### src/rtl/rca_config_bank_if.sv
// Configuration, use-tracking and map-output signals of the RCA configuration bank.
// The bank implements the slave side; the issue/config logic drives the master side.
interface rca_config_bank_if #(
  parameter int NUM_RCAS        = 3,
  parameter int NUM_READ_PORTS  = 5,
  parameter int NUM_WRITE_PORTS = 4,
  parameter int MAX_INFLIGHT    = 8
);
  localparam int RW   = (NUM_RCAS > 1) ? $clog2(NUM_RCAS) : 1;
  localparam int MAXP = (NUM_READ_PORTS > NUM_WRITE_PORTS) ? NUM_READ_PORTS : NUM_WRITE_PORTS;
  localparam int PW   = (MAXP > 1) ? $clog2(MAXP) : 1;
  localparam int CW   = $clog2(MAX_INFLIGHT + 1);

  // config write channel
  logic          cfg_valid;
  logic          cfg_ready;
  logic [RW-1:0] cfg_rca_sel;
  logic [PW-1:0] cfg_port_sel;
  logic          cfg_src_dest;
  logic [4:0]    cfg_reg_addr;
  logic          cfg_commit;
  logic          cfg_error;
  logic          commit_done;

  // use tracking
  logic          use_issue;
  logic [RW-1:0] use_issue_rca;
  logic          use_complete;
  logic [RW-1:0] use_complete_rca;

  // bank outputs
  logic [NUM_RCAS-1:0]                   rca_blocked;
  logic [NUM_RCAS*NUM_READ_PORTS*5-1:0]  rca_src_reg_addrs;
  logic [NUM_RCAS*NUM_WRITE_PORTS*5-1:0] rca_dest_reg_addrs;
  logic [NUM_RCAS*CW-1:0]                inflight_count;

  modport master (
    output cfg_valid, cfg_rca_sel, cfg_port_sel, cfg_src_dest, cfg_reg_addr, cfg_commit,
    output use_issue, use_issue_rca, use_complete, use_complete_rca,
    input  cfg_ready, cfg_error, commit_done,
    input  rca_blocked, rca_src_reg_addrs, rca_dest_reg_addrs, inflight_count
  );

  modport slave (
    input  cfg_valid, cfg_rca_sel, cfg_port_sel, cfg_src_dest, cfg_reg_addr, cfg_commit,
    input  use_issue, use_issue_rca, use_complete, use_complete_rca,
    output cfg_ready, cfg_error, commit_done,
    output rca_blocked, rca_src_reg_addrs, rca_dest_reg_addrs, inflight_count
  );
endinterface

### src/rtl/rca_config_bank.sv
// Per-RCA register-address map bank with shadow/active copies.
// Config writes land in the shadow copy; a commit waits for the target RCA's
// outstanding uses to drain, then copies its shadow maps to the active maps.
module rca_config_bank #(
  parameter int NUM_RCAS        = 3,
  parameter int NUM_READ_PORTS  = 5,
  parameter int NUM_WRITE_PORTS = 4,
  parameter int MAX_INFLIGHT    = 8
) (
  input logic              clk,
  input logic              rst,
  rca_config_bank_if.slave bus
);
  localparam int RW   = (NUM_RCAS > 1) ? $clog2(NUM_RCAS) : 1;
  localparam int MAXP = (NUM_READ_PORTS > NUM_WRITE_PORTS) ? NUM_READ_PORTS : NUM_WRITE_PORTS;
  localparam int PW   = (MAXP > 1) ? $clog2(MAXP) : 1;
  localparam int CW   = $clog2(MAX_INFLIGHT + 1);

  // one extra bit so the limits themselves are representable
  localparam logic [RW:0]   RCA_LIM = (RW+1)'(NUM_RCAS);
  localparam logic [PW:0]   RD_LIM  = (PW+1)'(NUM_READ_PORTS);
  localparam logic [PW:0]   WR_LIM  = (PW+1)'(NUM_WRITE_PORTS);
  localparam logic [CW-1:0] CNT_MAX = CW'(MAX_INFLIGHT);

  typedef enum logic [1:0] {
    IDLE   = 2'd0,
    DRAIN  = 2'd1,
    COMMIT = 2'd2
  } state_t;

  state_t        state;
  state_t        state_nxt;
  logic [RW-1:0] commit_rca;
  logic          err_pulse;
  logic          done_pulse;

  logic [4:0] shadow_src  [NUM_RCAS][NUM_READ_PORTS];
  logic [4:0] shadow_dest [NUM_RCAS][NUM_WRITE_PORTS];
  logic [4:0] active_src  [NUM_RCAS][NUM_READ_PORTS];
  logic [4:0] active_dest [NUM_RCAS][NUM_WRITE_PORTS];
  logic [CW-1:0] count    [NUM_RCAS];

  logic cfg_acc;
  logic rca_ok;
  logic port_ok;
  logic wr_ok;
  logic wr_bad;
  logic drain_cnt_busy;
  logic drain_busy;

  logic [NUM_RCAS*NUM_READ_PORTS*5-1:0]  src_flat;
  logic [NUM_RCAS*NUM_WRITE_PORTS*5-1:0] dest_flat;
  logic [NUM_RCAS*CW-1:0]                cnt_flat;
  logic [NUM_RCAS-1:0]                   blocked;

  // Saturating up/down counter step: simultaneous inc/dec cancels, never
  // wraps past MAX_INFLIGHT or below zero.
  function automatic logic [CW-1:0] next_count(input logic [CW-1:0] cur,
                                               input logic inc,
                                               input logic dec);
    logic [CW-1:0] res;
    res = cur;
    if (inc && !dec && (cur != CNT_MAX)) begin
      res = cur + CW'(1);
    end else if (dec && !inc && (cur != '0)) begin
      res = cur - CW'(1);
    end
    return res;
  endfunction

  assign cfg_acc = bus.cfg_valid & bus.cfg_ready;
  assign rca_ok  = ({1'b0, bus.cfg_rca_sel} < RCA_LIM);
  assign port_ok = bus.cfg_src_dest ? ({1'b0, bus.cfg_port_sel} < WR_LIM)
                                    : ({1'b0, bus.cfg_port_sel} < RD_LIM);
  assign wr_ok   = cfg_acc & rca_ok & port_ok;
  assign wr_bad  = cfg_acc & ~(rca_ok & port_ok);

  // Outstanding-use count of the RCA currently being committed.
  always_comb begin
    drain_cnt_busy = 1'b0;
    for (int r = 0; r < NUM_RCAS; r++) begin
      if ((commit_rca == RW'(r)) && (count[r] != '0)) begin
        drain_cnt_busy = 1'b1;
      end
    end
  end

  // An issue to the draining RCA in the same cycle keeps the drain open.
  assign drain_busy = drain_cnt_busy | (bus.use_issue & (bus.use_issue_rca == commit_rca));

  // Commit FSM next-state decode.
  always_comb begin
    state_nxt = state;
    case (state)
      IDLE:    if (wr_ok && bus.cfg_commit) state_nxt = DRAIN;
      DRAIN:   if (!drain_busy) state_nxt = COMMIT;
      COMMIT:  state_nxt = IDLE;
      default: state_nxt = IDLE;
    endcase
  end

  // Control state: FSM, committing RCA, and the one-cycle status pulses.
  always_ff @(posedge clk) begin
    if (rst) begin
      state      <= IDLE;
      commit_rca <= '0;
      err_pulse  <= 1'b0;
      done_pulse <= 1'b0;
    end else begin
      state      <= state_nxt;
      err_pulse  <= wr_bad;
      done_pulse <= (state == COMMIT);
      if ((state == IDLE) && wr_ok && bus.cfg_commit) begin
        commit_rca <= bus.cfg_rca_sel;
      end
    end
  end

  // Shadow maps take every accepted in-range config write.
  always_ff @(posedge clk) begin
    if (rst) begin
      for (int r = 0; r < NUM_RCAS; r++) begin
        for (int p = 0; p < NUM_READ_PORTS; p++)  shadow_src[r][p]  <= '0;
        for (int p = 0; p < NUM_WRITE_PORTS; p++) shadow_dest[r][p] <= '0;
      end
    end else if (wr_ok) begin
      for (int r = 0; r < NUM_RCAS; r++) begin
        for (int p = 0; p < NUM_READ_PORTS; p++) begin
          if (!bus.cfg_src_dest && (bus.cfg_rca_sel == RW'(r)) && (bus.cfg_port_sel == PW'(p))) begin
            shadow_src[r][p] <= bus.cfg_reg_addr;
          end
        end
        for (int p = 0; p < NUM_WRITE_PORTS; p++) begin
          if (bus.cfg_src_dest && (bus.cfg_rca_sel == RW'(r)) && (bus.cfg_port_sel == PW'(p))) begin
            shadow_dest[r][p] <= bus.cfg_reg_addr;
          end
        end
      end
    end
  end

  // Active maps: whole-RCA copy from shadow in the COMMIT cycle only.
  always_ff @(posedge clk) begin
    if (rst) begin
      for (int r = 0; r < NUM_RCAS; r++) begin
        for (int p = 0; p < NUM_READ_PORTS; p++)  active_src[r][p]  <= '0;
        for (int p = 0; p < NUM_WRITE_PORTS; p++) active_dest[r][p] <= '0;
      end
    end else if (state == COMMIT) begin
      for (int r = 0; r < NUM_RCAS; r++) begin
        if (commit_rca == RW'(r)) begin
          for (int p = 0; p < NUM_READ_PORTS; p++)  active_src[r][p]  <= shadow_src[r][p];
          for (int p = 0; p < NUM_WRITE_PORTS; p++) active_dest[r][p] <= shadow_dest[r][p];
        end
      end
    end
  end

  // Per-RCA outstanding-use counters; out-of-range RCA ids match no counter.
  always_ff @(posedge clk) begin
    if (rst) begin
      for (int r = 0; r < NUM_RCAS; r++) count[r] <= '0;
    end else begin
      for (int r = 0; r < NUM_RCAS; r++) begin
        count[r] <= next_count(count[r],
                               bus.use_issue    && (bus.use_issue_rca    == RW'(r)),
                               bus.use_complete && (bus.use_complete_rca == RW'(r)));
      end
    end
  end

  // Flatten registered state onto the output buses; blocking decodes state only.
  always_comb begin
    src_flat  = '0;
    dest_flat = '0;
    cnt_flat  = '0;
    blocked   = '0;
    for (int r = 0; r < NUM_RCAS; r++) begin
      for (int p = 0; p < NUM_READ_PORTS; p++) begin
        src_flat[(r*NUM_READ_PORTS+p)*5 +: 5] = active_src[r][p];
      end
      for (int p = 0; p < NUM_WRITE_PORTS; p++) begin
        dest_flat[(r*NUM_WRITE_PORTS+p)*5 +: 5] = active_dest[r][p];
      end
      cnt_flat[r*CW +: CW] = count[r];
      blocked[r] = (state == DRAIN) && (commit_rca == RW'(r));
    end
  end

  assign bus.cfg_ready          = (state == IDLE);
  assign bus.cfg_error          = err_pulse;
  assign bus.commit_done        = done_pulse;
  assign bus.rca_blocked        = blocked;
  assign bus.rca_src_reg_addrs  = src_flat;
  assign bus.rca_dest_reg_addrs = dest_flat;
  assign bus.inflight_count     = cnt_flat;

endmodule

### src/flat_wrapper.sv
// flat-port wrapper written by rule: the top's interface ports become plain ports
module rca_config_bank_flat 
#(
  parameter int NUM_RCAS        = 3,
  parameter int NUM_READ_PORTS  = 5,
  parameter int NUM_WRITE_PORTS = 4,
  parameter int MAX_INFLIGHT    = 8
)
  (clk, rst, bus_cfg_valid, bus_cfg_rca_sel, bus_cfg_port_sel, bus_cfg_src_dest, bus_cfg_reg_addr, bus_cfg_commit, bus_use_issue, bus_use_issue_rca, bus_use_complete, bus_use_complete_rca, bus_cfg_ready, bus_cfg_error, bus_commit_done, bus_rca_blocked, bus_rca_src_reg_addrs, bus_rca_dest_reg_addrs, bus_inflight_count);
  rca_config_bank_if #(.NUM_RCAS(NUM_RCAS), .NUM_READ_PORTS(NUM_READ_PORTS), .NUM_WRITE_PORTS(NUM_WRITE_PORTS), .MAX_INFLIGHT(MAX_INFLIGHT)) bus_i ();
  input logic clk;
  input logic rst;
  input wire logic [$bits(bus_i.cfg_valid)-1:0] bus_cfg_valid;
  input wire logic [$bits(bus_i.cfg_rca_sel)-1:0] bus_cfg_rca_sel;
  input wire logic [$bits(bus_i.cfg_port_sel)-1:0] bus_cfg_port_sel;
  input wire logic [$bits(bus_i.cfg_src_dest)-1:0] bus_cfg_src_dest;
  input wire logic [$bits(bus_i.cfg_reg_addr)-1:0] bus_cfg_reg_addr;
  input wire logic [$bits(bus_i.cfg_commit)-1:0] bus_cfg_commit;
  input wire logic [$bits(bus_i.use_issue)-1:0] bus_use_issue;
  input wire logic [$bits(bus_i.use_issue_rca)-1:0] bus_use_issue_rca;
  input wire logic [$bits(bus_i.use_complete)-1:0] bus_use_complete;
  input wire logic [$bits(bus_i.use_complete_rca)-1:0] bus_use_complete_rca;
  output wire logic [$bits(bus_i.cfg_ready)-1:0] bus_cfg_ready;
  output wire logic [$bits(bus_i.cfg_error)-1:0] bus_cfg_error;
  output wire logic [$bits(bus_i.commit_done)-1:0] bus_commit_done;
  output wire logic [$bits(bus_i.rca_blocked)-1:0] bus_rca_blocked;
  output wire logic [$bits(bus_i.rca_src_reg_addrs)-1:0] bus_rca_src_reg_addrs;
  output wire logic [$bits(bus_i.rca_dest_reg_addrs)-1:0] bus_rca_dest_reg_addrs;
  output wire logic [$bits(bus_i.inflight_count)-1:0] bus_inflight_count;
  assign bus_i.cfg_valid = bus_cfg_valid;
  assign bus_i.cfg_rca_sel = bus_cfg_rca_sel;
  assign bus_i.cfg_port_sel = bus_cfg_port_sel;
  assign bus_i.cfg_src_dest = bus_cfg_src_dest;
  assign bus_i.cfg_reg_addr = bus_cfg_reg_addr;
  assign bus_i.cfg_commit = bus_cfg_commit;
  assign bus_i.use_issue = bus_use_issue;
  assign bus_i.use_issue_rca = bus_use_issue_rca;
  assign bus_i.use_complete = bus_use_complete;
  assign bus_i.use_complete_rca = bus_use_complete_rca;
  assign bus_cfg_ready = bus_i.cfg_ready;
  assign bus_cfg_error = bus_i.cfg_error;
  assign bus_commit_done = bus_i.commit_done;
  assign bus_rca_blocked = bus_i.rca_blocked;
  assign bus_rca_src_reg_addrs = bus_i.rca_src_reg_addrs;
  assign bus_rca_dest_reg_addrs = bus_i.rca_dest_reg_addrs;
  assign bus_inflight_count = bus_i.inflight_count;
  rca_config_bank #(.NUM_RCAS(NUM_RCAS), .NUM_READ_PORTS(NUM_READ_PORTS), .NUM_WRITE_PORTS(NUM_WRITE_PORTS), .MAX_INFLIGHT(MAX_INFLIGHT)) u_core (.clk(clk), .rst(rst), .bus(bus_i));
endmodule
### config.mk
export PLATFORM = sky130hd
export DESIGN_NAME = rca_config_bank_flat
export DESIGN_NICKNAME = d
export VERILOG_FILES = /design/src/rtl/rca_config_bank_if.sv /design/src/rtl/rca_config_bank.sv /design/src/flat_wrapper.sv
export SDC_FILE = /design/constraint.sdc
export NUM_CORES = 1
export LEC_CHECK = 0
export CORE_MARGIN = 8
export CORE_UTILIZATION = 58
export CTS_BUF_LIST = sky130_fd_sc_hd__clkbuf_8 sky130_fd_sc_hd__clkbuf_16
export DETAILED_ROUTE_END_ITERATION = 8
export GPL_ROUTABILITY_DRIVEN = 0
export PLACE_DENSITY_LB_ADDON = 0.05
export SYNTH_ARGS = -nofsm -noshare
export SYNTH_HDL_FRONTEND = slang
export SYNTH_SLANG_ARGS = --single-unit
### constraint.sdc
create_clock -name clk -period 6.1 [get_ports clk]
set_clock_uncertainty 0.2 [all_clocks]
set_input_delay 1.83 -clock clk [delete_from_list [all_inputs] [get_ports clk]]
set_output_delay 1.83 -clock clk [all_outputs]
set_load 0.02 [all_outputs]
==> run_results.csv <==
group,metric,value,unit
floorplanning,start_util,0.588,
finish,fin_area,0.0147,mm2
drt,num_vias,6990,
drt,wl_per_cell,19.7,um
drt,drtIter0Drc,498,
clocking,cts-resized-gates,0,
critical_path,cp_cell_sequence,"clkdlybuf4s50_1 > or3b_1 > a211oi_2 > inv_2 > ha_1 > a21o_1 > a211oi_1 > mux2i_1 > nand4_1",
drt,drtAntennaViolNets,0,
critical_path,startpoint,"bus_use_issue",
clocking,cts_setup_buffers,0,
logic_synthesis,ys_warn_count,0,
sta,setup_viol,0,
placement,place_inst,1228,
clocking,cts_tree,"built",
power_and_ir_drop,leakage,5.52,nW
logic_synthesis,syn_avg_cell_area,14.5,um2
sta,final-hold-violation-count,0,
grt,grt_util_all_layers,0.194,
logic_synthesis,synth_cell_types,47,
critical_path,crit_fanout,7,
grt,overflow,0,
critical_path,required,6.37,ns
logic_synthesis,synth-seq-cells,288,
power_and_ir_drop,cellPowerDensity,289,mW/mm2
power_and_ir_drop,ir_worst_vdd,192,uV
sta,finalWorstSetupSlack,1.74,ns
critical_path,arrival,4.63,ns
critical_path,slowest_delay,0.55,ns
grt,grt_pass1_vias,7041,
clocking,cts-root-buf,"clkbuf_16",
outcome,status,"finished, final reports clean",
sta,hold_ws,0.317,ns
clocking,clkSinkCount,288,
finish,syn_to_final_growth,24.2,%
drt,wl_met1,10600,um
power_and_ir_drop,p_total,4.24,mW
floorplanning,dieArea,0.0252,mm2
clocking,htreeDepth,1,
placement,port_buffers,173,
sta,maxSlewHeadroom,0.165,
logic_synthesis,synth_edf_count,270,
critical_path,slowest_stage,"clkdlybuf4s50_1",
logic_synthesis,synth_nets,846,
logic_synthesis,yosysMostFrequentCell,"and2_1",
sta,period_share,0.715,
placement,placed_cell_area,0.0138,mm2
logic_synthesis,yosysSeqAreaShare,0.716,
critical_path,startpoint_type,"primary input",
clocking,clkTransAtPathRegs,0.06,ns
finish,utilization,0.731,
floorplanning,core,0.0201,mm2
finish,drive_above_1_share,0.0636,
finish,nNetsFinal,1018,
sta,grt_setup_unrepaired,"false",
logic_synthesis,ys_async_sr_fraction,0,
sta,max_freq,229,MHz
sta,min_period,4.36,ns
floorplanning,fp.dieH,159,um
finish,fill_cells,1264,
grt,antenna_found_initial,3,
grt,grt_pass1_wl,39200,um
finish,final_cells,1279,
drt,wl_met3,1760,um
floorplanning,num_rows,52,
critical_path,path_delay_family,"compound AO/OA/AOI/OAI gates",
logic_synthesis,synth_area_leaders,"edfxtp_1 (69%), and2_1 (14%), dfxtp_1 (3.0%)",
logic_synthesis,yosys-top-cells-count,"and2_1 (271), edfxtp_1 (270), nor2_1 (40)",
drt,first_pass_iters,4,
floorplanning,io_pins,174,
drt,wl_met2,12200,um
floorplanning,die_w,159,um
sta,tightestPinTransition,1.25,ns
drt,vias_per_cell,5.47,
critical_path,worst_setup_path_end_kind,"flop",
sta,tns,0,ns
placement,dp_hpwl,16800,um
placement,pre_cts_ws,1.27,ns
logic_synthesis,synth.largest_area_cell,"edfxtp_1",
drt,highest_layer,"met4",
worst_hold_path,hold_path_class,"reg2reg",
run,max-cap-violations,0,
clocking,hold_buffers,0,
drt,drc,0,
clocking,cts_buffer_depth,3,
clocking,clk_latency,0.53,ns
logic_synthesis,synth_top_flop_cell,"edfxtp_1",
clocking,numCtsBuffers,28,
sta,drv_slew,0,
worst_hold_path,min_from,"u_core.shadow_src[0][21]",
critical_path,worst-path-buf-inv,2,
drt,wl,25200,um
critical_path,crit_type,"in2reg",
critical_path,r2r-start,"u_core.count[0][0]",
logic_synthesis,synth_area,0.0118,mm2
grt,grt_max_degree,46,
logic_synthesis,synth_top_area_share,0.686,
logic_synthesis,synth_cells,816,
-- metal layers --
metal / up-vias / GRT usage
met5: - / 0
li1: 3249 / -
met3: 56 / 0.0455
met2: 270 / 0.320
met4: 0 / 0.0710
met1: 3415 / 0.247
-- registers in the layout, summed over array words and instances (netlist names) --
register / count
u_core.shadow_dest: 60
u_core.count: 12
u_core.state: 2
u_core.shadow_src: 75
u_core.bus.commit_done: 1
u_core.commit_rca: 2
u_core.bus.cfg_error: 1
u_core.active_src: 75
u_core.active_dest: 60
-- placed cells by master, fill, tap and decap left out, types with 5 or more instances in the layout --
| master | n |
|---|---|
| nand3b_1 | 8 |
| nor3_1 | 19 |
| nand2b_1 | 6 |
| a21o_1 | 30 |
| and2_1 | 271 |
| ha_1 | 6 |
| nand3_1 | 9 |
| nand4_1 | 8 |
| inv_1 | 8 |
| dfxtp_1 | 18 |
| clkinv_1 | 7 |
| clkbuf_16 | 28 |
| edfxtp_1 | 270 |
| o21ai_0 | 5 |
| a21oi_1 | 15 |
| mux2i_1 | 5 |
| nor2_4 | 8 |
| nor2_1 | 38 |
| clkdlybuf4s50_1 | 172 |
| nor2b_1 | 5 |
-- cell type report --
type	count	area [um2]	area share
inverters	5	18.8	0.00128
multi-input cells	489	3230	0.220
diodes	3	7.51	0.000511
flip-flops and latches	288	8470	0.576
repair buffers	176	1750	0.119
clock buffers	28	701	0.0477
clock inverters	20	179	0.0122
well taps	270	338	0.0230
-- logic make-up after synthesis --
logic type | Yosys count | synth area share
XOR/XNOR | 5 | 0.00370
AO/OA/AOI/OAI | 66 | 0.0404
multiplexers | 5 | 0.00423
adder cells (fa/ha/maj) | 9 | 0.0114
AND/OR/NAND/NOR | 404 | 0.211
buffers and inverters | 39 | 0.0130
flip-flops | 288 | 0.716
-- report_power, final --
part           switching [mW]  total (mW)  internal, mW
registers              0.0352        2.26          2.23
clock network           0.699        1.66         0.957
logic                   0.198       0.326         0.128
total                   0.932        4.24          3.31
-- worst register-to-register path, cell delays in order, from the launching register on --
cell	delay (ns)
dfxtp_1	0.52
nor3_1	0.12
a211oi_2	0.52
inv_2	0.18
ha_1	0.35
a21o_1	0.21
a211oi_1	0.29
mux2i_1	0.16
nand4_1	0.14
-- worst paths after layout --
| path | cells past startpoint | slack (ns) | end |
|---|---|---|---|
| max | 9 | 1.74 | u_core.count[0][3] |
| min | 1 | 0.32 | u_core.active_src[0][21] |
| max reg2reg | 8 | 3.35 | u_core.count[0][3] |
| min reg2reg | 1 | 0.32 | u_core.active_src[0][21] |
(Power assumes the default switching activity.)
==> RTL change 1, RTL diff (same flow settings) <==
`NUM_READ_PORTS` is set to 5 in 3 places; all go to 4.
--- a/src/rtl/rca_config_bank_if.sv
+++ b/src/rtl/rca_config_bank_if.sv
@@ -3,5 +3,5 @@
 interface rca_config_bank_if #(
   parameter int NUM_RCAS        = 3,
-  parameter int NUM_READ_PORTS  = 5,
+  parameter int NUM_READ_PORTS  = 4,
   parameter int NUM_WRITE_PORTS = 4,
   parameter int MAX_INFLIGHT    = 8
--- a/src/rtl/rca_config_bank.sv
+++ b/src/rtl/rca_config_bank.sv
@@ -4,5 +4,5 @@
 module rca_config_bank #(
   parameter int NUM_RCAS        = 3,
-  parameter int NUM_READ_PORTS  = 5,
+  parameter int NUM_READ_PORTS  = 4,
   parameter int NUM_WRITE_PORTS = 4,
   parameter int MAX_INFLIGHT    = 8
--- a/src/flat_wrapper.sv
+++ b/src/flat_wrapper.sv
@@ -3,5 +3,5 @@
 #(
   parameter int NUM_RCAS        = 3,
-  parameter int NUM_READ_PORTS  = 5,
+  parameter int NUM_READ_PORTS  = 4,
   parameter int NUM_WRITE_PORTS = 4,
   parameter int MAX_INFLIGHT    = 8
Ports: changed (resized bus_cfg_port_sel and bus_rca_src_reg_addrs); port bits go from 174 to 158. No check against the original RTL was run, so the function may have changed too.
==> RTL change 1 against the original RTL <==
Synthesized area fell by 10%. Routed wire length decreased by 13%. Register-to-register slack worse by 0.06 ns. Sequential cell count down 30. Critical path depth unchanged. Sequential share of layout area hardly changed. Cell area fell by 11%. Total power is 11% lower. Setup slack gained 0.13 ns. Via count fell by 9.5%. Critical endpoint is now u_core.count[0][11].
==> RTL change 1: results (changes against the original RTL) <==
{
  "sequential_cell_area": {"value": 7567, "unit": "sq um", "change": "-11%"},
  "antenna_cells": {"value": 0, "change": "-3"},
  "multi_input_comb_area": {"value": 2872, "unit": "sq um", "change": "-11%"},
  "sequential_cell_count_of_the_final_layout": {"value": 258, "change": "-10%"},
  "final_net_count": {"value": 925, "change": "-9.1%"},
  "synth-xor-area-share": {"value": 0.4135, "unit": "%", "change": "+0.043 points"},
  "postPlaceCellArea": {"value": 12360, "unit": "sq um", "change": "-10%"},
  "synth_edf_count": {"value": 240, "change": "-11%"},
  "layout-area-overhead-vs-synth_pct": 24.04,
  "hold_path_startpoint": "u_core.shadow_src[0][56]",
  "inv_count": {"value": 8, "change": "+3"},
  "hold_ws": {"value": 0.3087, "unit": "ns", "change": "-0.007959 ns"},
  "dr_total_vias": {"value": 6323, "change": "-9.5%"},
  "p_leak": {"value": 4.979, "unit": "nW", "change": "-9.8%"},
  "place_worst_setup_slack": {"value": 1.410, "unit": "ns", "change": "+0.1413 ns"},
  "global_route.usage.met3": {"value": 4.033, "unit": "%", "change": "-0.52 points"},
  "power_frac_seq": {"value": 53.8, "unit": "%", "change": "+0.5 points"},
  "cts-buffers-inserted": {"value": 25, "change": "-11%"},
  "net-switching-power": {"value": 0.0008393, "unit": "W", "change": "-10%"},
  "synth_compound_gate_area_share": {"value": 4.324, "unit": "%", "change": "+0.28 points"},
  "yosys.area_share.adder": {"value": 1.276, "unit": "%", "change": "+0.13 points"},
  "routed_wire_length_per_instance": {"value": 19.24, "unit": "um", "change": "-2.5%"},
  "detailedRoute.firstPassIterationCount": {"value": 5, "change": "+1"},
  "num-nonclk-buffers": {"value": 163, "change": "-7.4%"},
  "synth.cells.most_frequent": "sky130_fd_sc_hd__edfxtp_1, sky130_fd_sc_hd__and2_1, sky130_fd_sc_hd__clkbuf_1",
  "clock_latency": {"value": 0.51, "unit": "ns", "change": "-0.02 ns"},
  "nMultiInputCombCells": {"value": 440, "change": "-10%"},
  "reg2reg_from": "u_core.count[0][8]",
  "non_clock_buffer_area_share": {"value": 12.27, "unit": "%", "change": "+0.36 points"},
  "nClkBuffers": {"value": 27, "change": "-3.6%"},
  "drive_above_1_share": {"value": 6.995, "unit": "%", "change": "+0.63 points"},
  "fillerInstances": {"value": 1151, "change": "-8.9%"},
  "status": "finished, final reports clean",
  "grt_pass1_wl": {"value": 34.09, "unit": "mm", "change": "-13%"},
  "grt_util_all_layers": {"value": 19.30, "unit": "%", "change": "-0.11 points"},
  "powerClk": {"value": 0.00142, "unit": "W", "change": "-14%"},
  "final-clk-cell-share": {"value": 5.867, "unit": "%", "change": "-0.12 points"},
  "ir_worst_vdd": {"value": 274.2, "unit": "uV", "change": "+43%"},
  "synth_top_cells_by_area": "sky130_fd_sc_hd__edfxtp_1, sky130_fd_sc_hd__and2_1, sky130_fd_sc_hd__dfxtp_1",
  "place_hpwl": {"value": 14.55, "unit": "mm", "change": "-13%"},
  "syn_avg_cell_area": {"value": 14.25, "unit": "sq um", "change": "-1.6%"},
  "hold_end": "u_core.active_src[0][56]"
}
-- RTL change 1: changes by cell type after synthesis, moves of 4 or more --
cell                       delta
sky130_fd_sc_hd__a21o_1      -16
sky130_fd_sc_hd__inv_1        +4
sky130_fd_sc_hd__a31o_2       +7
sky130_fd_sc_hd__nor3_1      +11
sky130_fd_sc_hd__and3_1      +28
sky130_fd_sc_hd__nor2_1      -11
sky130_fd_sc_hd__clkbuf_1     +5
sky130_fd_sc_hd__nor2_4       -6
sky130_fd_sc_hd__edfxtp_1    -30
sky130_fd_sc_hd__and2_1      -61
-- RTL change 1: metal layers --
metal  vias up  part of all wire, %
li1       2993                    -
met1      3049                   40
met2       236                   50
met3        45                  8.1
met4         0                  1.9
met5         -                    0
-- RTL change 1: worst max-delay path by stage --
stage                                       start                       end  slack [ns]  cells after the start
after CTS                 bus_use_complete_rca[0]       u_core.count[0][11]        1.95                      9
after detailed placement            bus_use_issue        u_core.count[0][3]        1.41                      9
after global placement              bus_use_issue        u_core.count[0][3]        1.62                      9
final                     bus_use_complete_rca[0]       u_core.count[0][11]        1.87                      9
after floorplan                               rst  u_core.active_dest[0][0]        2.00                      4
after global routing                bus_use_issue        u_core.count[0][3]        1.82                      9
-- RTL change 1: critical path, cell delays in order --
cell,delay [ns]
sky130_fd_sc_hd__clkdlybuf4s50_1,0.51
sky130_fd_sc_hd__and3b_1,0.23
sky130_fd_sc_hd__a211oi_2,0.49
sky130_fd_sc_hd__inv_1,0.26
sky130_fd_sc_hd__ha_1,0.35
sky130_fd_sc_hd__a21o_2,0.23
sky130_fd_sc_hd__a211oi_1,0.29
sky130_fd_sc_hd__mux2i_1,0.15
sky130_fd_sc_hd__nand4_1,0.13
==> RTL change 2, RTL diff (same flow settings) <==
Made on the original files. Re-encode `state_t` (3 states) as one-hot, 3 bits wide.
--- a/src/rtl/rca_config_bank.sv
+++ b/src/rtl/rca_config_bank.sv
@@ -23,8 +23,8 @@
   localparam logic [CW-1:0] CNT_MAX = CW'(MAX_INFLIGHT);
 
-  typedef enum logic [1:0] {
-    IDLE   = 2'd0,
-    DRAIN  = 2'd1,
-    COMMIT = 2'd2
+  typedef enum logic [2:0] {
+    IDLE   = 3'b001,
+    DRAIN  = 3'b010,
+    COMMIT = 3'b100
   } state_t;
 
Formal check against the unedited RTL: same outputs for any inputs over 4 cycles, from zero or initial values and one cycle with rst high; so few cycles prove little.
==> RTL change 2 against the original RTL <==
Synthesized area about the same. Final cell count up 0.86%. Total power is 0.20% higher. Cell area is 0.20% higher. Critical path depth shrank 4. Setup slack worse by 0.081 ns. Sequential cell count rose by 1. Routed wire length up 0.24%. Critical endpoint is now u_core.shadow_dest[0][32]. Largest cell class unchanged. Highest routed layer unchanged.
==> RTL change 2: results (changes against the original RTL) <==
{
  "grtUsageMet1": {"value": 24.15, "unit": "%", "change": "-0.59 points"},
  "final_net_count": {"value": 1028, "change": "+0.98%"},
  "routed_wire_length_per_instance": {"value": 19.61, "unit": "um", "change": "-0.62%"},
  "synth.cells.most_frequent": "sky130_fd_sc_hd__and2_1, sky130_fd_sc_hd__edfxtp_1, sky130_fd_sc_hd__clkbuf_1",
  "critical_path_peak_fanout": {"value": 13, "change": "+6"},
  "clock_latency_ns": 0.52,
  "global_route.usage.met3": {"value": 5.377, "unit": "%", "change": "+0.83 points"},
  "clock_path_buffers": {"value": 3, "change": "unchanged"},
  "status": "finished, final reports clean",
  "cts.htree.levels": {"value": 1, "change": "unchanged"},
  "drive_above_1_share": {"value": 6.373, "unit": "%", "change": "+0.011 points"},
  "antenna_found_initial": {"value": 0, "change": "-3"},
  "synth_top_cells_by_area": "sky130_fd_sc_hd__edfxtp_1, sky130_fd_sc_hd__and2_1, sky130_fd_sc_hd__dfxtp_1",
  "post_cts_setup_repair_buffer_count": {"value": 0, "change": "unchanged"},
  "peak_per_stage_delay_on_the_critical_path": {"value": 0.64, "unit": "ns", "change": "+0.09 ns"},
  "p_leak": {"value": 5.331, "unit": "nW", "change": "-3.4%"},
  "ir_worst_vdd": {"value": 252.6, "unit": "uV", "change": "+31%"},
  "worst_slew_pin_slew": {"value": 1.378, "unit": "ns", "change": "+0.1297 ns"},
  "synth.yosys.seq_area_share": {"value": 71.80, "unit": "%", "change": "+0.19 points"},
  "drt-vias-per-instance": {"value": 5.433, "change": "-0.58%"},
  "place_hpwl": {"value": 17.01, "unit": "mm", "change": "+1.2%"},
  "place.detailed.instances": {"value": 1238, "change": "+0.81%"},
  "cts-buffers-inserted": {"value": 28, "change": "unchanged"},
  "arrival": {"value": 4.39, "unit": "ns", "change": "-0.24 ns"},
  "synth_edf_count": {"value": 270, "change": "unchanged"},
  "biggestRegsByFlops": "u_core.active_src x75, u_core.shadow_src x75",
  "grtUsageMet2": {"value": 33.88, "unit": "%", "change": "+1.9 points"},
  "p_sw_share": {"value": 21.51, "unit": "%", "change": "-0.46 points"},
  "asyncSetResetFlopFracSynth": {"value": 0, "unit": "%", "change": "unchanged"},
  "port_buffers": {"value": 173, "change": "unchanged"},
  "hold_viol": {"value": 0, "change": "unchanged"},
  "via_count_of_the_first_global_routing_pass": {"value": 7098, "change": "+0.81%"},
  "first_iter_violations": {"value": 489, "change": "-1.8%"},
  "grt_util_all_layers": {"value": 19.61, "unit": "%", "change": "+0.20 points"},
  "grt_pass1_wl": {"value": 39.39, "unit": "mm", "change": "+0.46%"},
  "synth_cell_type_count": {"value": 52, "change": "+11%"},
  "largest_net_degree_at_the_start_of_global_routing": {"value": 46, "change": "unchanged"},
  "post_layout_nonfiller_instances": {"value": 1290, "change": "+0.86%"},
  "synthesis.nets": {"value": 857, "change": "+1.3%"},
  "syn_avg_cell_area": {"value": 14.30, "unit": "sq um", "change": "-1.4%"},
  "antenna_cells": {"value": 0, "change": "-3"},
  "clkSlewWorstSetupHoldPaths": {"value": 0.06, "unit": "ns", "change": "about the same"}
}
RTL change 2: cell type report:
class / instances / area (sq um)
tap: 270 / 337.8
inverter: 8 / 30.03
multi-input combinational: 491 / 3173
clock buffer: 29 / 725.7
clock inverter: 23 / 180.2
sequential: 289 / 8488
fill: 1243 / 5385
timing repair buffer: 180 / 1784
RTL change 2: layer usage:
layer	vias up	wire length (um)
met2	250	12570
met1	3425	10360
met3	33	1979
li1	3301	-
met4	0	387
met5	-	0
RTL change 2: power groups by stage:
stage / combinational [W] / clock [W] / sequential, W
after CTS: 0.000314 / 0.00170 / 0.00227
after global placement: 0.000303 / 0 / 0.00231
after detailed placement: 0.000313 / 0 / 0.00231
after global routing: 0.000335 / 0.00177 / 0.00228
final: 0.000312 / 0.00167 / 0.00227
after floorplan: 0.000118 / 0 / 0.00235
RTL change 2: through the flow:
stage / setup WS [ns] / utilization [%] / instance area [sq um]
2_1_floorplan: 2.169 / - / 11820
3_3_place_gp: 1.316 / 68.68 / 13810
3_5_place_dp: 1.180 / 68.68 / 13810
4_1_cts: 1.692 / 73.19 / 14710
5_1_grt: 1.413 / 73.21 / 14720
6_report: 1.658 / 73.21 / 14720
RTL change 2: cells by family after synthesis:
family          synth area share [%]
flops                          71.80
mux                           0.5292
fa+ha+maj                      1.143
compound gates                 3.725
simple gates                   20.84
xor+xnor                      0.4445
buf+inv                        1.524
RTL change 2: worst max-delay path: cells and delay by family:
kind / cells / cell delay (ns)
compound gates: 2 / 0.96
buf+inv: 1 / 0.64
simple gates: 2 / 0.95
RTL change 2: worst paths after layout:
| path | startpoint | end | slack [ns] |
|---|---|---|---|
| hold / removal | u_core.shadow_dest[0][57] | u_core.active_dest[0][57] | 0.31 |
| hold reg to reg | u_core.shadow_dest[0][57] | u_core.active_dest[0][57] | 0.31 |
| setup / recovery | bus_cfg_port_sel[0] | u_core.shadow_dest[0][32] | 1.66 |
| setup reg to reg | u_core.count[0][8] | u_core.count[0][11] | 3.07 |
